$ cat src/rtl/axi3_reg_slave.sv
// AXI3 subordinate terminating write/read bursts into a DEPTH-word register array.
// Optional macro AXI3_REG_SLAVE_WRAP_EN enables WRAP burst support.
module axi3_reg_slave #(
  parameter int unsigned ID_WIDTH   = 1,
  parameter int unsigned ADDR_WIDTH = 8,
  parameter int unsigned DATA_WIDTH = 32,
  parameter int unsigned DEPTH      = 16
) (
  input  logic                    aclk,
  input  logic                    areset_n,
  input  logic [ID_WIDTH-1:0]     awid,
  input  logic [ADDR_WIDTH-1:0]   awaddr,
  input  logic [3:0]              awlen,
  input  logic [1:0]              awburst,
  input  logic                    awvalid,
  output logic                    awready,
  input  logic [DATA_WIDTH-1:0]   wdata,
  input  logic [DATA_WIDTH/8-1:0] wstrb,
  input  logic                    wlast,
  input  logic                    wvalid,
  output logic                    wready,
  output logic [ID_WIDTH-1:0]     bid,
  output logic [1:0]              bresp,
  output logic                    bvalid,
  input  logic                    bready,
  input  logic [ID_WIDTH-1:0]     arid,
  input  logic [ADDR_WIDTH-1:0]   araddr,
  input  logic [3:0]              arlen,
  input  logic [1:0]              arburst,
  input  logic                    arvalid,
  output logic                    arready,
  output logic [ID_WIDTH-1:0]     rid,
  output logic [DATA_WIDTH-1:0]   rdata,
  output logic [1:0]              rresp,
  output logic                    rlast,
  output logic                    rvalid,
  input  logic                    rready
);

  localparam int unsigned STRB_W = DATA_WIDTH / 8;
  localparam int unsigned BSHIFT = $clog2(STRB_W);
  localparam int unsigned MIDX_W = (DEPTH > 1) ? $clog2(DEPTH) : 1;
  localparam logic [1:0]  RESP_OKAY   = 2'b00;
  localparam logic [1:0]  RESP_SLVERR = 2'b10;
  localparam logic [1:0]  BURST_FIXED = 2'b00;
  localparam logic [1:0]  BURST_WRAP  = 2'b10;
`ifdef AXI3_REG_SLAVE_WRAP_EN
  localparam bit WRAP_EN = 1'b1;
`else
  localparam bit WRAP_EN = 1'b0;
`endif

  typedef enum logic [1:0] {W_IDLE, W_DATA, W_RESP} w_state_e;
  typedef enum logic       {R_IDLE, R_DATA} r_state_e;

  // Address of the following beat; WRAP stays inside the (len+1)*STRB_W aligned window.
  function automatic logic [ADDR_WIDTH-1:0] next_addr(input logic [ADDR_WIDTH-1:0] addr,
                                                      input logic [3:0]            len,
                                                      input logic [1:0]            burst);
    logic [ADDR_WIDTH-1:0] inc;
    logic [ADDR_WIDTH-1:0] mask;
    inc  = addr + ADDR_WIDTH'(STRB_W);
    mask = ADDR_WIDTH'(((32'(len) + 32'd1) << BSHIFT) - 32'd1);
    if (burst == BURST_FIXED)     next_addr = addr;
    else if (burst == BURST_WRAP) next_addr = (addr & ~mask) | (inc & mask);
    else                          next_addr = inc;
  endfunction

  // Bursts the array cannot service: reserved type, WRAP when disabled or with an illegal length.
  function automatic logic burst_bad(input logic [1:0] burst, input logic [3:0] len);
    logic len_ok;
    len_ok = (len == 4'd1) || (len == 4'd3) || (len == 4'd7) || (len == 4'd15);
    if (burst == BURST_WRAP) burst_bad = !(WRAP_EN && len_ok);
    else                     burst_bad = burst[1];
  endfunction

  function automatic logic in_range(input logic [ADDR_WIDTH-1:0] addr);
    in_range = (32'(addr >> BSHIFT) < DEPTH);
  endfunction

  logic [DATA_WIDTH-1:0] mem_q [DEPTH];

  // ---------------- write engine ----------------
  w_state_e              w_state_q, w_state_d;
  logic [ID_WIDTH-1:0]   wid_q, wid_d;
  logic [ADDR_WIDTH-1:0] waddr_q, waddr_d;
  logic [3:0]            wlen_q, wlen_d;
  logic [1:0]            wburst_q, wburst_d;
  logic [3:0]            wbeat_q, wbeat_d;
  logic                  werr_q, werr_d;
  logic                  wdrop_q, wdrop_d;
  logic                  awready_q, awready_d;
  logic                  wready_q, wready_d;
  logic                  bvalid_q, bvalid_d;
  logic [ID_WIDTH-1:0]   bid_q, bid_d;
  logic [1:0]            bresp_q, bresp_d;
  logic                  mem_we;
  logic [MIDX_W-1:0]     mem_widx;

  always_ff @(posedge aclk or negedge areset_n) begin
    if (!areset_n) w_state_q <= W_IDLE;
    else           w_state_q <= w_state_d;
  end

  always_comb begin
    w_state_d = w_state_q;
    case (w_state_q)
      W_IDLE:  if (awvalid && awready_q)        w_state_d = W_DATA;
      W_DATA:  if (wvalid && wready_q && wlast) w_state_d = W_RESP;
      W_RESP:  if (bvalid_q && bready)          w_state_d = W_IDLE;
      default:                                  w_state_d = W_IDLE;
    endcase
  end

  always_comb begin
    wid_d    = wid_q;
    waddr_d  = waddr_q;
    wlen_d   = wlen_q;
    wburst_d = wburst_q;
    wbeat_d  = wbeat_q;
    werr_d   = werr_q;
    wdrop_d  = wdrop_q;
    bid_d    = bid_q;
    bresp_d  = bresp_q;
    mem_we   = 1'b0;
    mem_widx = MIDX_W'(waddr_q >> BSHIFT);
    case (w_state_q)
      W_IDLE: begin
        if (awvalid && awready_q) begin
          wid_d    = awid;
          waddr_d  = awaddr;
          wlen_d   = awlen;
          wburst_d = awburst;
          wbeat_d  = 4'd0;
          werr_d   = burst_bad(awburst, awlen);
          wdrop_d  = burst_bad(awburst, awlen);
        end
      end
      W_DATA: begin
        if (wvalid && wready_q) begin
          if (!wdrop_q) begin
            if (in_range(waddr_q)) mem_we = 1'b1;
            else                   werr_d = 1'b1;
          end
          // Short burst is flagged at wlast; an overrun drops every beat past awlen.
          if (wlast) begin
            if (wbeat_q != wlen_q) werr_d = 1'b1;
          end else if (wbeat_q == wlen_q) begin
            werr_d  = 1'b1;
            wdrop_d = 1'b1;
          end
          waddr_d = next_addr(waddr_q, wlen_q, wburst_q);
          wbeat_d = wbeat_q + 4'd1;
          if (wlast) begin
            bid_d   = wid_q;
            bresp_d = werr_d ? RESP_SLVERR : RESP_OKAY;
          end
        end
      end
      default: ;
    endcase
    awready_d = (w_state_d == W_IDLE);
    wready_d  = (w_state_d == W_DATA);
    bvalid_d  = (w_state_d == W_RESP);
  end

  always_ff @(posedge aclk or negedge areset_n) begin
    if (!areset_n) begin
      wid_q     <= '0;
      waddr_q   <= '0;
      wlen_q    <= '0;
      wburst_q  <= '0;
      wbeat_q   <= '0;
      werr_q    <= 1'b0;
      wdrop_q   <= 1'b0;
      awready_q <= 1'b0;
      wready_q  <= 1'b0;
      bvalid_q  <= 1'b0;
      bid_q     <= '0;
      bresp_q   <= '0;
    end else begin
      wid_q     <= wid_d;
      waddr_q   <= waddr_d;
      wlen_q    <= wlen_d;
      wburst_q  <= wburst_d;
      wbeat_q   <= wbeat_d;
      werr_q    <= werr_d;
      wdrop_q   <= wdrop_d;
      awready_q <= awready_d;
      wready_q  <= wready_d;
      bvalid_q  <= bvalid_d;
      bid_q     <= bid_d;
      bresp_q   <= bresp_d;
    end
  end

  always_ff @(posedge aclk or negedge areset_n) begin
    if (!areset_n) begin
      for (int i = 0; i < int'(DEPTH); i++) mem_q[i] <= '0;
    end else if (mem_we) begin
      for (int b = 0; b < int'(STRB_W); b++)
        if (wstrb[b]) mem_q[mem_widx][b*8 +: 8] <= wdata[b*8 +: 8];
    end
  end

  // ---------------- read engine ----------------
  r_state_e              r_state_q, r_state_d;
  logic [ID_WIDTH-1:0]   rid_q, rid_d;
  logic [ADDR_WIDTH-1:0] raddr_q, raddr_d;
  logic [3:0]            rlen_q, rlen_d;
  logic [1:0]            rburst_q, rburst_d;
  logic [3:0]            rbeat_q, rbeat_d;
  logic                  rbad_q, rbad_d;
  logic                  arready_q, arready_d;
  logic                  rvalid_q, rvalid_d;
  logic [DATA_WIDTH-1:0] rdata_q, rdata_d;
  logic [1:0]            rresp_q, rresp_d;
  logic                  rlast_q, rlast_d;
  logic                  ld;
  logic [ADDR_WIDTH-1:0] ld_addr;
  logic                  ld_bad;

  always_ff @(posedge aclk or negedge areset_n) begin
    if (!areset_n) r_state_q <= R_IDLE;
    else           r_state_q <= r_state_d;
  end

  always_comb begin
    r_state_d = r_state_q;
    case (r_state_q)
      R_IDLE:  if (arvalid && arready_q)         r_state_d = R_DATA;
      R_DATA:  if (rvalid_q && rready && rlast_q) r_state_d = R_IDLE;
      default:                                   r_state_d = R_IDLE;
    endcase
  end

  // Each beat's word is loaded into rdata_q one cycle ahead, so reads see pre-write values.
  always_comb begin
    rid_d    = rid_q;
    raddr_d  = raddr_q;
    rlen_d   = rlen_q;
    rburst_d = rburst_q;
    rbeat_d  = rbeat_q;
    rbad_d   = rbad_q;
    rdata_d  = rdata_q;
    rresp_d  = rresp_q;
    rlast_d  = rlast_q;
    ld       = 1'b0;
    ld_addr  = raddr_q;
    ld_bad   = rbad_q;
    case (r_state_q)
      R_IDLE: begin
        if (arvalid && arready_q) begin
          ld       = 1'b1;
          ld_addr  = araddr;
          ld_bad   = burst_bad(arburst, arlen);
          rid_d    = arid;
          raddr_d  = araddr;
          rlen_d   = arlen;
          rburst_d = arburst;
          rbad_d   = ld_bad;
          rbeat_d  = 4'd0;
          rlast_d  = (arlen == 4'd0);
        end
      end
      R_DATA: begin
        if (rvalid_q && rready) begin
          if (rlast_q) begin
            rlast_d = 1'b0;
          end else begin
            ld      = 1'b1;
            ld_addr = next_addr(raddr_q, rlen_q, rburst_q);
            raddr_d = ld_addr;
            rbeat_d = rbeat_q + 4'd1;
            rlast_d = (rbeat_d == rlen_q);
          end
        end
      end
      default: ;
    endcase
    if (ld) begin
      if (ld_bad || !in_range(ld_addr)) begin
        rdata_d = '0;
        rresp_d = RESP_SLVERR;
      end else begin
        rdata_d = mem_q[MIDX_W'(ld_addr >> BSHIFT)];
        rresp_d = RESP_OKAY;
      end
    end
    arready_d = (r_state_d == R_IDLE);
    rvalid_d  = (r_state_d == R_DATA);
  end

  always_ff @(posedge aclk or negedge areset_n) begin
    if (!areset_n) begin
      rid_q     <= '0;
      raddr_q   <= '0;
      rlen_q    <= '0;
      rburst_q  <= '0;
      rbeat_q   <= '0;
      rbad_q    <= 1'b0;
      arready_q <= 1'b0;
      rvalid_q  <= 1'b0;
      rdata_q   <= '0;
      rresp_q   <= '0;
      rlast_q   <= 1'b0;
    end else begin
      rid_q     <= rid_d;
      raddr_q   <= raddr_d;
      rlen_q    <= rlen_d;
      rburst_q  <= rburst_d;
      rbeat_q   <= rbeat_d;
      rbad_q    <= rbad_d;
      arready_q <= arready_d;
      rvalid_q  <= rvalid_d;
      rdata_q   <= rdata_d;
      rresp_q   <= rresp_d;
      rlast_q   <= rlast_d;
    end
  end

  assign awready = awready_q;
  assign wready  = wready_q;
  assign bvalid  = bvalid_q;
  assign bid     = bid_q;
  assign bresp   = bresp_q;
  assign arready = arready_q;
  assign rvalid  = rvalid_q;
  assign rid     = rid_q;
  assign rdata   = rdata_q;
  assign rresp   = rresp_q;
  assign rlast   = rlast_q;

endmodule

$ cat config.mk
export PLATFORM = sky130hd
export DESIGN_NAME = axi3_reg_slave
export DESIGN_NICKNAME = d
export VERILOG_FILES = /design/src/rtl/axi3_reg_slave.sv
export SDC_FILE = /design/constraint.sdc
export NUM_CORES = 1
export LEC_CHECK = 0
export ABC_AREA = 0
export CORE_ASPECT_RATIO = 0.5
export CORE_MARGIN = 8
export CORE_UTILIZATION = 45
export DETAILED_ROUTE_END_ITERATION = 8
export PLACE_DENSITY = 0.66
export SYNTH_ARGS = -nofsm -noshare
export SYNTH_HDL_FRONTEND = slang
export SYNTH_SLANG_ARGS = --single-unit
$ cat constraint.sdc
create_clock -name aclk -period 6.9 [get_ports aclk]
set_input_delay 1.38 -clock aclk [delete_from_list [all_inputs] [get_ports aclk]]
set_output_delay 1.38 -clock aclk [all_outputs]
set_load 0.005 [all_outputs]
==> flow_metrics.tcl, run 1 <==
set metrics [dict create \
    run_status "finished, final reports clean" \
    postCtsSetupRepairBufs 0 \
    cts_sinks 592 \
    grt_max_degree 191 \
    finalHoldViolations 0 \
    std_cell_rows 64 \
    die_y_um 193 \
    hold_ws_ns 0.492 \
    final_util 0.514 \
    ys_seq_area_frac 0.528 \
    synth_edf_count 0 \
    final_area_sq_um 31600 \
    setup.worst_path.class "input pin to flop" \
    synthDistinctLibCells 52 \
    endpoint_kind "flop" \
    ys_async_sr_fraction 1.00 \
    ir_drop_mv 0.425 \
    grt_pass1_wl_mm 102 \
    cts_buffers 53 \
    worstPathArrival_ns 4.95 \
    ys.flop_type "dfrtp_1" \
    via_per_inst 5.63 \
    place_congestion 0.776 \
    power_frac_clock 0.261 \
    skew_ns 0.0235 \
    use_met1 0.259 \
    ant_nets 0 \
    die_x_um 369 \
    post_drt_wl_per_cell_um 20.6 \
    max_stage_delay_ns 0.80 \
    use_met2 0.281 \
    final_nets 2306 \
    fillCellCount 5319 \
    overflow 0 \
    period_share 0.647 \
    cts_tree "built" \
    cts_root_buf "clkbuf_16" \
    die_area_sq_um 71100 \
    p_int_mw 7.24 \
    port_buffers 111 \
    slew_viol_final 0 \
    drt_iter0_markers 1210 \
    dp.final_hpwl_mm 40.3 \
    syn-cell-area_sq_um 28100 \
    cap_viol_max_count 0 \
    core_area_sq_um 61400 \
    vias 17355 \
    pwr-share-seq 0.353 \
    ys_ff_latch 592 \
    p_per_area_nw_per_um2 364 \
    drc 0 \
    p_sw_mw 4.25 \
    critical_path.top_delay_family "compound AO/OA/AOI/OAI gates" \
    grt_pass1_vias 17879 \
    ios 118 \
    top_usage_layer "met2" \
    cp_cell_sequence "clkdlybuf4s50_1 > nand3b_1 > or3_1 > a31oi_4 > buf_12 > mux2_2 > nor2_1 > a211o_1 > nand3_1 > a32o_1" \
    syn_inst 2182 \
    setup_tns_ns 0 \
    cp_max_fo 66 \
    syn_avg_cell_area_sq_um 12.9 \
    dr.pass1.iters 4 \
    rsz0062_at_grt "false" \
    syn2layout_area_growth_pct 12.5 \
    power.share.switching 0.370 \
    min_period_ns 4.47 \
    cts_resized 0 \
    place_area_sq_um 29900 \
    required_ns 7.38 \
    antenna_cells 0 \
    start_util 0.457 \
    grtUsageMet3 0.0345 \
    grt.total_usage 0.179 \
    crit_buf_inv 2 \
    hold_class "flop to flop" \
    cts_max_level 2 \
    drt-total-wl_mm 63.4 \
    cts_hold_buffers 0 \
    antenna_found_initial 0 \
    clockBufferDepth 3 \
    p_leak_nw 15.8 \
    clock_latency_ns 0.60 \
    tightest_slew_ns 1.03 \
    critPathSlowestCell "a31oi_4" \
    drive_gt1_frac 0.342 \
    max-slew-margin-rel 0.314 \
    clk_pin_slew_ns 0.07 \
    fmax_mhz 224 \
    setup_viol 0 \
    start_kind "input pin" \
    ys_warn_count 0 \
    pwr-share-comb 0.385 \
]
## stage by stage
stage | power, mW | setup WS, ns | cells
floorplan | 7.25 | 3.50 | 2183
global placement | 8.53 | 1.85 | 2993
detailed placement | 8.58 | 1.84 | 2993
CTS | 11.6 | 2.46 | 3084
global route | 12.1 | 2.32 | 3084
finish | 11.5 | 2.43 | 3084
## cell families (layout without fill, tap and decap cells)
| family | count (synthesis) | in the layout | share of synthesized area |
|---|---|---|---|
| DFF | 592 | 592 | 0.528 |
| other | 1 | 2 | 0.000134 |
| muxes | 787 | 787 | 0.310 |
| AOI/OAI and AO/OA | 235 | 235 | 0.0649 |
| buffers and inverters | 165 | 241 | 0.0282 |
| and+or+nand+nor | 373 | 373 | 0.0591 |
| adders and majority gates | 9 | 9 | 0.00401 |
| xor gates and xnor gates | 20 | 20 | 0.00624 |
## registers in the layout (all words and copies together), names as in the netlist, 4 cells and up, named ones only
register  count
wlen_q        4
rlen_q        4
raddr_q       6
rbeat_q       4
rdata        32
mem_q       512
wbeat_q       4
## metal layers
layer / vias up / routed length (um)
met1: 9016 / 31100
met5: - / 0
li1: 8004 / -
met4: 0 / 914
met3: 77 / 2750
met2: 258 / 28700
## power by group through the flow
stage               registers, mW  clock network (mW)  logic, mW
finish                       4.06                3.00       4.43
global route                 4.11                3.22       4.80
detailed placement           4.12                   0       4.45
CTS                          4.06                3.08       4.46
global placement             4.11                   0       4.42
floorplan                    4.01                   0       3.25
## layout make-up
cell class | instances | area, sq um | area share
Clock buffer | 76 | 1550 | 0.0489
Sequential cell | 592 | 14800 | 0.469
Inverter | 10 | 37.5 | 0.00119
Timing Repair Buffer | 140 | 1450 | 0.0458
Tap cell | 825 | 1030 | 0.0327
Multi-Input combinational cell | 1426 | 12500 | 0.397
Clock inverter | 15 | 186 | 0.00590
## cell usage after synthesis (9+ instances only)
cell      count  share of area
and2_1       17         0.0038
ha_1          9         0.0040
and3_1        9         0.0020
buf_4        11         0.0029
mux2_2      656           0.26
a32o_1       32          0.011
a211o_1      64          0.020
xor2_1       13         0.0041
nand3_1      71          0.013
a21oi_1      24         0.0043
inv_1        10         0.0013
dfrtp_1     592           0.53
o21ai_0      23         0.0041
buf_2        29         0.0052
mux2i_1     131          0.047
clkbuf_1    100          0.013
nor2_1       85          0.011
nand2_1     155          0.021
o211ai_1     65          0.017
## layout by cell type (no fill, tap or decap), drive strengths merged, types with 5 or more instances in the layout
cell,count
mux2,656
dfrtp,592
nand2,155
mux2i,131
clkdlybuf4s50,110
nor2,85
clkbuf,76
nand3,71
o211ai,65
a211o,64
a32o,32
buf,30
a21oi,24
o21ai,24
and2,17
xor2,13
inv,11
and3,9
ha,9
nor3,7
xnor2,7
clkinv,7
nor2b,6
o22ai,5
## worst paths after layout
check	from	cells past startpoint	slack, ns	to
setup reg to reg	raddr_q[3]	10	3.24	rdata[14]
hold / removal	rdata[12]	1	0.49	rdata[12]
hold reg to reg	rdata[12]	1	0.49	rdata[12]
setup / recovery	rready	10	2.43	rdata[14]
min in group asynchronous	areset_n	1	0.77	wlen_q[1]
max in group asynchronous	areset_n	2	4.64	rlen_q[2]
Power figures use the tool's default switching activity.
==> run 2, diff against run 1 <==
Settings changed: PLACE_DENSITY 0.66 to 0.68.
Clock period 6.9 ns to 4.1 ns, I/O delays scaled along.
==> run 2 against run 1 <==
Clock skew decreased by 0.0095 ns. Sequential share of layout area decreased by 0.92 points. Clock-buffer cell count increased by 7. Combinational power increased by 77%. Sequential power increased by 68%. Critical endpoint is now rdata[30]. Critical path type is now flop to flop. Register-to-register slack got worse by 2.3 ns. Cell count increased by 1.6%. Clock power increased by 82%. Highest routed layer unchanged. Via count increased by 1.6%. Core utilization increased by 1.0 points. Global-route usage increased by 0.37 points.
==> flow_metrics.tcl, run 2 (synthesized netlist as in run 1, its figures left out) <==
set metrics [dict create \
    power.share.switching 0.364 \
    grt_pass1_vias 18401 \
    post-place-ws_ns 0.362 \
    vias 17637 \
    cts_root_buf "clkbuf_16" \
    clk_pin_slew_ns 0.07 \
    largest_reg_flops 512 \
    endpoint_kind "flop" \
    via_per_inst 5.63 \
    total_power_mw 20.1 \
    clockBufferDepth 3 \
    cp_max_fo 26 \
    start_util 0.457 \
    max-slew-margin-rel 0.382 \
    ant_nets 0 \
    setup_slack_ns 0.928 \
    drt_iter0_markers 1058 \
    pwr-share-comb 0.390 \
    die_y_um 193 \
    dp.final_hpwl_mm 42.2 \
    power_frac_clock 0.272 \
    clock_latency_ns 0.59 \
    overflow 0 \
    post_drt_wl_per_cell_um 20.9 \
    top_register "mem_q" \
    r2r-start "rlen_q[0]" \
    drive_gt1_frac 0.358 \
    cts_sinks 592 \
    p_int_mw 12.8 \
    cts_tree "built" \
    ios 118 \
    p_sw_mw 7.33 \
    slew_viol_final 0 \
    p_per_area_nw_per_um2 625 \
    port_buffers 111 \
    ir_drop_mv 0.548 \
    pwr-share-seq 0.339 \
    die_x_um 369 \
    reg2reg_slack_ns 0.93 \
    setup_tns_ns 0 \
    setup.worst_path.class "flop to flop" \
    dr.pass1.iters 4 \
    run_status "finished, final reports clean" \
    final_nets 2346 \
    finalHoldViolations 0 \
    rsz0062_at_grt "false" \
    place_congestion 0.788 \
    drc 0 \
    core_area_sq_um 61400 \
    cap_viol_max_count 0 \
    start_kind "flop" \
    die_area_sq_um 71100 \
    cts_max_level 2 \
    layout_common_cells "mux2_2 (655), dfrtp_1 (592), nand2_1 (155)" \
    cp_cell_sequence "ha_1 > nor4bb_1 > a21oi_1 > mux2i_1 > a21oi_1 > a211oi_4 > buf_12 > buf_4 > a211o_1 > nand3_1 > a32o_1" \
    min_period_ns 3.17 \
    fmax_mhz 315 \
    antenna_cells 0 \
    postCtsSetupRepairBufs 0 \
    rr_endpoint "rdata[30]" \
    path_common_cell "a21oi_1" \
    cts_resized 0 \
    skew_ns 0.0140 \
    worstPathArrival_ns 3.64 \
    critPathSlowestCell "dfrtp_1" \
    period_share 0.774 \
    std_cell_rows 64 \
    hold_ws_ns 0.266 \
    grt.total_usage 0.182 \
    setup_viol 0 \
    worstRegToRegCells 11 \
    grt_pass1_wl_mm 105 \
    syn2layout_area_growth_pct 14.8 \
    p_leak_nw 16.2 \
    drt-total-wl_mm 65.3 \
    grt_max_degree 102 \
    required_ns 4.57 \
    max_stage_delay_ns 0.48 \
    cts_hold_buffers 0 \
    cts_buffers 55 \
    antenna_found_initial 0 \
    fillCellCount 5213 \
    tightest_slew_ns 0.927 \
    hold_class "input pin to async pin" \
    layout_commonest_cell "mux2_2" \
]
## run 2: cell count changes in the layout (fill, tap and decap cells not counted), sizes merged
cell / previous run / this run
buf: 30 / 68
bufinv: 4 / 5
clkbuf: 76 / 83
clkinv: 7 / 9
## run 2: per-layer routing
layer	part of all wire	track usage	vias to the layer above	routed length [um]
met4	0.022	0.0442	0	1450
met5	0	0	-	0
met2	0.45	0.290	259	29700
met3	0.043	0.0343	96	2780
met1	0.48	0.258	9189	31400
li1	-	-	8093	-
## run 2: cell type report
| class | instances | area [sq um] | share of cell area |
|---|---|---|---|
| flip-flops and latches | 592 | 14800 | 0.460 |
| inverters | 10 | 37.5 | 0.00116 |
| clock buffers | 83 | 1700 | 0.0529 |
| repair buffers | 178 | 1870 | 0.0580 |
| multi-input cells | 1426 | 12500 | 0.389 |
| well taps | 825 | 1030 | 0.0320 |
| clock inverters | 18 | 234 | 0.00726 |
## run 2: worst max-delay path: cells and delay by family (launching register included)
| family | cells | cell delay [ns] |
|---|---|---|
| AO/OA/AOI/OAI | 5 | 0.98 |
| buffers and inverters | 2 | 0.53 |
| flip-flops | 1 | 0.48 |
| adder cells (fa/ha/maj) | 1 | 0.41 |
| AND/OR/NAND/NOR | 2 | 0.39 |
| multiplexers | 1 | 0.22 |
## run 2: power groups by stage
| stage | Clock [mW] | Combinational, mW | Sequential (mW) |
|---|---|---|---|
| after floorplan | 0 | 5.47 | 6.74 |
| after global placement | 0 | 7.79 | 6.90 |
| after detailed placement | 0 | 7.87 | 6.93 |
| after CTS | 5.59 | 7.91 | 6.82 |
| after global routing | 5.82 | 8.51 | 6.90 |
| final | 5.47 | 7.85 | 6.82 |
## run 2: worst max-delay path by stage
| stage | from | endpoint | slack, ns | cells past startpoint |
|---|---|---|---|---|
| after floorplan | rready | rdata[30] | 1.26 | 10 |
| after global placement | rready | rdata[14] | 0.36 | 11 |
| after detailed placement | rready | rdata[9] | 0.36 | 11 |
| after CTS | rlen_q[0] | rdata[30] | 0.87 | 11 |
| after global routing | rlen_q[0] | rdata[9] | 0.70 | 10 |
| final | rlen_q[0] | rdata[30] | 0.93 | 11 |
## run 2: per-stage QoR
stage | util | area [sq um] | cells
2_1_floorplan | - | 28100 | 2183
3_3_place_gp | 0.493 | 30300 | 3031
3_5_place_dp | 0.493 | 30300 | 3031
4_1_cts | 0.525 | 32200 | 3132
5_1_grt | 0.525 | 32200 | 3132
6_report | 0.525 | 32200 | 3132
==> run 3, diff against run 2 <==
Settings changed: PLACE_DENSITY 0.68 to 0.66.
Clock period 4.1 ns to 3.25 ns, I/O delays scaled along.
==> run 3 against run 2 <==
Register-to-register slack got worse by 0.68 ns. Clock power rose by 24%. Clock-buffer cell count shrank 4. Combinational power increased by 38%. Via count grew 0.98%. Core utilization grew 0.58 points. Cell area grew 1.1%. Fmax grew 5.7%. Clock skew is 0.0064 ns higher. Global-route usage increased by 0.11 points. Critical path type unchanged.
==> flow_metrics.tcl, run 3 (synthesized netlist as in run 1, its figures left out) <==
set metrics [dict create \
    grt.total_usage 0.184 \
    cts_hold_buffers 0 \
    pwr-share-seq 0.328 \
    overflow 0 \
    largest_reg_flops 512 \
    ir_drop_mv 0.523 \
    endpoint_kind "flop" \
    place_congestion 0.816 \
    die_x_um 369 \
    max-slew-margin-rel 0.455 \
    setup_tns_ns 0 \
    min_period_ns 3.00 \
    skew_ns 0.0204 \
    crit_path_start "rlen_q[1]" \
    multi_input_area_sq_um 12500 \
    dp.cells 3060 \
    p_per_area_nw_per_um2 803 \
    final-instance-count-excl-fill 3160 \
    drt_iter0_markers 1063 \
    layout_commonest_cell "mux2_2" \
    grt_max_degree 81 \
    cp_cell_sequence "ha_1 > nor4bb_1 > a21oi_1 > mux2i_1 > and4_1 > a211oi_4 > buf_12 > buf_4 > a211o_1 > nand3_1 > a32o_1" \
    cts_max_level 2 \
    drt-total-wl_mm 65.7 \
    start_kind "flop" \
    core_area_sq_um 61400 \
    drive_gt1_frac 0.365 \
    rr_endpoint "rdata[6]" \
    antenna_cells 0 \
    dr.pass1.iters 5 \
    clk_pin_slew_ns 0.07 \
    finalHoldViolations 0 \
    cts_sinks 592 \
    worstRegToRegCells 11 \
    setup_viol 0 \
    die_y_um 193 \
    cp.depth 11 \
    p_int_mw 16.8 \
    rsz0062_at_grt "false" \
    cts_resized 0 \
    cp_max_fo 15 \
    worstSetupEndpoint "rdata[6]" \
    pwr-share-comb 0.413 \
    ios 118 \
    std_cell_rows 64 \
    critical_path.top_delay_family "compound AO/OA/AOI/OAI gates" \
    via_per_inst 5.64 \
    fillCellCount 5184 \
    regArea_sq_um 14800 \
    vias 17810 \
    tightest_slew_ns 0.814 \
    r2r-start "rlen_q[1]" \
    hold_class "input pin to async pin" \
    crit_buf_inv 2 \
    cap_viol_max_count 0 \
    period_share 0.924 \
    power_frac_clock 0.259 \
    grt_pass1_vias 18363 \
    power.share.switching 0.360 \
    drc 0 \
    setup.worst_path.class "flop to flop" \
    fmax_mhz 333 \
    p_leak_nw 16.4 \
    clockBufferDepth 3 \
    p_sw_mw 9.41 \
    port_buffers 111 \
    cts_tree "built" \
    syn2layout_area_growth_pct 16.1 \
    post_drt_wl_per_cell_um 20.8 \
    max_stage_delay_ns 0.47 \
    top_register "mem_q" \
    cts_root_buf "clkbuf_16" \
    cts_buffers 55 \
    layout_common_cells "mux2_2 (655), dfrtp_1 (592), nand2_1 (155)" \
    reg2reg_slack_ns 0.25 \
    die_area_sq_um 71100 \
    clock_latency_ns 0.60 \
    dp.final_hpwl_mm 43.0 \
    final_nets 2377 \
    ant_nets 0 \
    critPathSlowestCell "dfrtp_1" \
    slew_viol_final 0 \
    grt_pass1_wl_mm 105 \
    worstPathArrival_ns 3.47 \
    required_ns 3.72 \
    run_status "finished, final reports clean" \
    start_util 0.457 \
    antenna_found_initial 0 \
]
-- run 3: changes by cell type in the layout (fill, tap and decap cells not counted) --
cell | previous run | this run
inv_6 | 1 | 0
clkinv_2 | 7 | 10
clkinvlp_4 | 3 | 2
buf_12 | 20 | 33
clkbuf_16 | 57 | 58
buf_4 | 47 | 64
clkbuf_8 | 18 | 14
-- run 3: power groups by stage --
stage	clock (mW)	sequential, mW	combinational (mW)
after floorplan	0	8.51	6.89
after global placement	0	8.69	10.6
after detailed placement	0	8.71	10.7
after CTS	6.96	8.58	10.7
after global routing	7.26	8.69	11.7
final	6.78	8.58	10.8
-- run 3: layer usage --
metal  part of all wire  track usage
met5                  0            0
met4              0.017       0.0387
met3              0.051       0.0364
met2               0.45        0.284
met1               0.49        0.268
-- run 3: through the flow --
| stage | worst slack, ns | hold slack, ns | total power, mW | cell area, sq um | util |
|---|---|---|---|---|---|
| finish | 0.248 | 0.0229 | 26.2 | 32600 | 0.531 |
| global route | 0.0179 | 0.0311 | 27.6 | 32600 | 0.531 |
| CTS | 0.214 | 0.0118 | 26.3 | 32600 | 0.530 |
| detailed placement | -0.187 | 0.487 | 19.4 | 30700 | 0.499 |
| global placement | -0.194 | 0.465 | 19.3 | 30700 | 0.499 |
| floorplan | 0.584 | 0.354 | 15.4 | 28100 | - |
-- run 3: cell type report --
cell class	instances	area share
clock buffer	79	0.0506
timing repair buffer	209	0.0700
sequential	592	0.455
tap	825	0.0317
clock inverter	19	0.00714
multi-input combinational	1426	0.385
inverter	10	0.00115
-- run 3: timing repair --
item,CTS,global route
endpoints found under the hold margin,0,0
setup buffers,0,1
setup endpoints to repair,0,1
-- run 3: worst reg2reg max path, stage by stage (launching register included) --
cell      delay [ns]
dfrtp_1         0.47
ha_1            0.38
nor4bb_1        0.29
a21oi_1         0.09
mux2i_1         0.15
and4_1          0.23
a211oi_4        0.28
buf_12          0.23
buf_4           0.27
a211o_1         0.15
nand3_1         0.08
a32o_1          0.26
-- run 3: worst min path at each step --
stage,depth (start not counted),slack (ns),startpoint,to
6_report,1,0.02,areset_n,wbeat_q[2]
5_1_grt,1,0.03,areset_n,wbeat_q[3]
4_1_cts,1,0.01,areset_n,wlen_q[1]
3_5_place_dp,1,0.49,mem_q[341],mem_q[341]
3_3_place_gp,2,0.46,werr_q,werr_q
2_1_floorplan,0,0.35,areset_n,async pin
==> patch 1: new RTL, config.mk and constraints of run 2 <==
`ADDR_WIDTH`: 8 -> 9.
--- a/src/rtl/axi3_reg_slave.sv
+++ b/src/rtl/axi3_reg_slave.sv
@@ -2,7 +2,7 @@
 // Optional macro AXI3_REG_SLAVE_WRAP_EN enables WRAP burst support.
 module axi3_reg_slave #(
   parameter int unsigned ID_WIDTH   = 1,
-  parameter int unsigned ADDR_WIDTH = 8,
+  parameter int unsigned ADDR_WIDTH = 9,
   parameter int unsigned DATA_WIDTH = 32,
   parameter int unsigned DEPTH      = 16
 ) (
Ports: changed (resized araddr and awaddr); port bits go from 118 to 120. No check against the original RTL was run, so the function may have changed too.
==> patch 1 against run 2 <==
  * Clock power is 5.1% lower
  * Total power fell by 2.1%
  * Critical endpoint is now rdata[21]
  * Count of clock-buffer cells in the layout fell by 10
  * Worst setup slack lost 150 ps
  * Synthesized area shrank 0.52%
  * Routed wire length grew 6.9%
  * Critical path type unchanged
  * Cell area barely moved
  * Sequential cell count up 2
  * Largest cell class unchanged
==> patch 1: results (changes against run 2) <==
GRT_PASS1_WL_MM=112  # +7.5%
NUM-NETS-FINAL=2597  # +11%
MULTI_INPUT_AREA_SHARE_PCT=38.5  # -0.36 points
CRIT_PATH_MAX_FANOUT=46  # +77%
CLOCK_BUFFER_COUNT=73  # -12%
DP_WORST_SETUP_SLACK_PS=410  # +47.4 ps
MAX_STAGE_DELAY_PS=510  # +30 ps
WORST_PATH_DOMINANT_CELL_FAMILY='buffers and inverters'
DP.CELLS=3280  # +8.2%
GLOBALROUTEMET1UTIL_PCT=28.7  # +2.8 points
WORST_REG_TO_REG_SETUP_SLACK_PS=780  # -150 ps
RESULT_OF_THE_RUN='completed'
SEQ_CELL_COUNT=594  # +0.34%
CP_DATA_ARRIVAL_TIME_PS=3810  # +170 ps
TIMING.SLEW.HEADROOM_PCT=47.6  # +9.4 points
TIMING.CLOCK.SKEW_PS=18.5  # +4.46 ps
DR_TOTAL_VIAS=19400  # +10%
GR-USAGE-ALL-LAYERS_PCT=19.5  # +1.3 points
MULTI_INPUT_GATES=1659  # +16%
USE_MET2_PCT=30.2  # +1.2 points
GRT_MAX_DEGREE=97  # -4.9%
DRT-TOTAL-WL_MM=69.8  # +6.9%
PLACEMENT.CELL_AREA_UM2=30400  # +0.40%
CTS-BUFFERS-INSERTED=54  # -1.8%
FINISH.INSTANCE_AREA_UM2=32200  # about the same
POWER_SWITCHING_SHARE_PCT=39.7  # +3.3 points
MAX-VDD-IR-DROP_mV=0.745  # +36%
FF2FF_PATH_DEPTH=12  # +1
POST_SYNTH_INST_COUNT=2425  # +11%
CLOCKNETWORKAREASHARE_PCT=5.56  # -0.45 points
SYNTH-COMPOUND-AREA-SHARE_PCT=5.47  # -1.0 points
patch 1: cell count changes in the layout (fill, tap and decap cells not counted), moves of 34 or more:
cell,change
sky130_fd_sc_hd__nand2_1,+229
sky130_fd_sc_hd__nor2_2,+40
sky130_fd_sc_hd__o211ai_1,-61
sky130_fd_sc_hd__nand4_1,+97
sky130_fd_sc_hd__mux2_2,-133
sky130_fd_sc_hd__mux2i_1,-34
sky130_fd_sc_hd__nand3_1,+97
sky130_fd_sc_hd__a211o_1,-63
sky130_fd_sc_hd__a21oi_1,+66
patch 1: per-layer routing:
layer  wire [um]  vias up
li1            -     8858
met2       31300      522
met5          22        -
met4        1170        4
met1       33000     9942
met3        4270       84
patch 1: cell families after synthesis:
family,Yosys count
DFF,594
buffers and inverters,173
other,1
AOI/OAI and AO/OA,221
xor gates and xnor gates,18
adders and majority gates,10
muxes,619
and+or+nand+nor,789
==> patch 2: new RTL, config.mk and constraints of run 2 <==
Made on the original files. Reset style: synchronous (`areset_n`), changed in 5 clocked blocks.
--- a/src/rtl/axi3_reg_slave.sv
+++ b/src/rtl/axi3_reg_slave.sv
@@ -97,7 +97,7 @@
   logic                  mem_we;
   logic [MIDX_W-1:0]     mem_widx;
 
-  always_ff @(posedge aclk or negedge areset_n) begin
+  always_ff @(posedge aclk) begin
     if (!areset_n) w_state_q <= W_IDLE;
     else           w_state_q <= w_state_d;
   end
@@ -164,7 +164,7 @@
     bvalid_d  = (w_state_d == W_RESP);
   end
 
-  always_ff @(posedge aclk or negedge areset_n) begin
+  always_ff @(posedge aclk) begin
     if (!areset_n) begin
       wid_q     <= '0;
       waddr_q   <= '0;
@@ -194,7 +194,7 @@
     end
   end
 
-  always_ff @(posedge aclk or negedge areset_n) begin
+  always_ff @(posedge aclk) begin
     if (!areset_n) begin
       for (int i = 0; i < int'(DEPTH); i++) mem_q[i] <= '0;
     end else if (mem_we) begin
@@ -220,7 +220,7 @@
   logic [ADDR_WIDTH-1:0] ld_addr;
   logic                  ld_bad;
 
-  always_ff @(posedge aclk or negedge areset_n) begin
+  always_ff @(posedge aclk) begin
     if (!areset_n) r_state_q <= R_IDLE;
     else           r_state_q <= r_state_d;
   end
@@ -291,7 +291,7 @@
     rvalid_d  = (r_state_d == R_DATA);
   end
 
-  always_ff @(posedge aclk or negedge areset_n) begin
+  always_ff @(posedge aclk) begin
     if (!areset_n) begin
       rid_q     <= '0;
       raddr_q   <= '0;
Function: not settled (the Yosys comparison gave no result); the edit may change what the design does.
==> patch 2 against run 2 <==
  * Sequential cell count did not move
  * Worst setup slack got worse by 190 ps
  * Worst hold slack better by 180 ps
  * Cell area decreased by 1.2%
  * Via count shrank 4.4%
  * Maximum frequency decreased by 5.8%
  * Global-route usage grew 0.86 points
  * Synthesized area fell by 2.2%
  * Routed wire length is 3.8% higher
  * Die area fell by 2.1%
  * Highest routed layer is now met5
Power is not compared: it rests on default switching activity, and its combinational part moved more than twofold at a synthesized area within 25%.
==> patch 2: results (changes against run 2) <==
TIMING.CLOCK.SKEW_PS=23.2  # +9.21 ps
YOSYSUNIQUECELLTYPES=60  # +15%
NUM-NETS-FINAL=2278  # -2.9%
WORST_REG_TO_REG_SETUP_SLACK_PS=730  # -190 ps
CP-ENDPOINT='rdata[15]'
SEQ_CELL_COUNT=592  # unchanged
DR.FIRST_ITER.DRC_COUNT=1798  # +70%
R2R-START='rlen_q[0]'
NUM-NONCLK-INVERTERS=8  # -2
HPWLAFTERDP_MM=44.1  # +4.5%
SETUP.WORST_PATH.START='rlen_q[0]'
HP-CLASS='reg -> reg'
CLOCK_BUFFER_COUNT=63  # -24%
CRIT_PATH_MAX_FANOUT=33  # +27%
ROUTED-WL-MET2_MM=31.0  # +4.5%
VIA_PER_INST=5.50  # -2.3%
N_FILL_CELL=5070  # -2.7%
CP_DATA_ARRIVAL_TIME_PS=3860  # +220 ps
GRT_MAX_DEGREE=52  # -49%
DR.MAX_LAYER_USED='met5'
POST_SYNTH_INST_COUNT=2051  # -6.0%
GRT_PASS1_WL_MM=102  # -2.6%
MULTI_INPUT_COMBINATIONAL_CELL_AREA_UM2=9890  # -21%
RESULT_OF_THE_RUN='completed'
DRT-TOTAL-WL_MM=67.8  # +3.8%
DRIVE_ABOVE_1_SHARE_PCT=13.7  # -22 points
ANTENNA_FOUND_INITIAL=2  # +2
DRTPASS1ITERATIONS=6  # +2
ASYNC_FLOP_SHARE_PCT=0  # -100 points
SYNTHTOPCELLSBYCOUNT='sky130_fd_sc_hd__edfxtp_1, sky130_fd_sc_hd__and2_1, sky130_fd_sc_hd__mux2i_1'
SYNTH_SEQUENTIAL_AREA_RATIO_PCT=61.8  # +9.1 points
GROUTE.LAYER.MET3.USAGE_PCT=4.65  # +1.2 points
ROUTABILITYCONGESTION=0.818  # +3.8%
## patch 2: changes by cell type in the layout (fill, tap and decap cells not counted), moves of 63 or more
cell / change
sky130_fd_sc_hd__edfxtp_1: +512
sky130_fd_sc_hd__mux2_2: -622
sky130_fd_sc_hd__and2_1: +470
sky130_fd_sc_hd__dfrtp_1: -592
sky130_fd_sc_hd__a211o_1: -63
sky130_fd_sc_hd__mux4_2: +64
sky130_fd_sc_hd__dfxtp_1: +80
sky130_fd_sc_hd__o211ai_1: -64
sky130_fd_sc_hd__mux2i_1: +65
## patch 2: logic make-up after synthesis
kind of cell	count (synthesis)	share of synthesized area [%]
and+or+nand+nor	775	15.9
DFF	592	61.8
muxes	294	13.8
AOI/OAI and AO/OA	212	4.93
buffers and inverters	144	2.38
xor gates and xnor gates	23	0.734
adders and majority gates	10	0.456
other	1	0.0137
## patch 2: worst max-delay path, cell delays in order, from the launching register on
cell and delay (ps):
sky130_fd_sc_hd__dfxtp_1 560, sky130_fd_sc_hd__ha_1 370, sky130_fd_sc_hd__xor2_1 170, sky130_fd_sc_hd__o211ai_1 210, sky130_fd_sc_hd__mux2i_1 150, sky130_fd_sc_hd__a21oi_4 250
sky130_fd_sc_hd__buf_12 220, sky130_fd_sc_hd__buf_12 250, sky130_fd_sc_hd__buf_4 260, sky130_fd_sc_hd__mux2i_1 210, sky130_fd_sc_hd__mux2i_1 100, sky130_fd_sc_hd__a222oi_1 350
sky130_fd_sc_hd__o21ai_1 90
## patch 2: per-stage QoR
stage	instance area, um2	total power [mW]	worst slack, ps	hold WS, ps
finish	31900	13.6	734	449
global route	31900	14.1	465	476
CTS	31900	13.7	745	453
detailed placement	30100	8.60	135	445
global placement	30100	8.57	172	443
floorplan	27500	7.92	1030	436
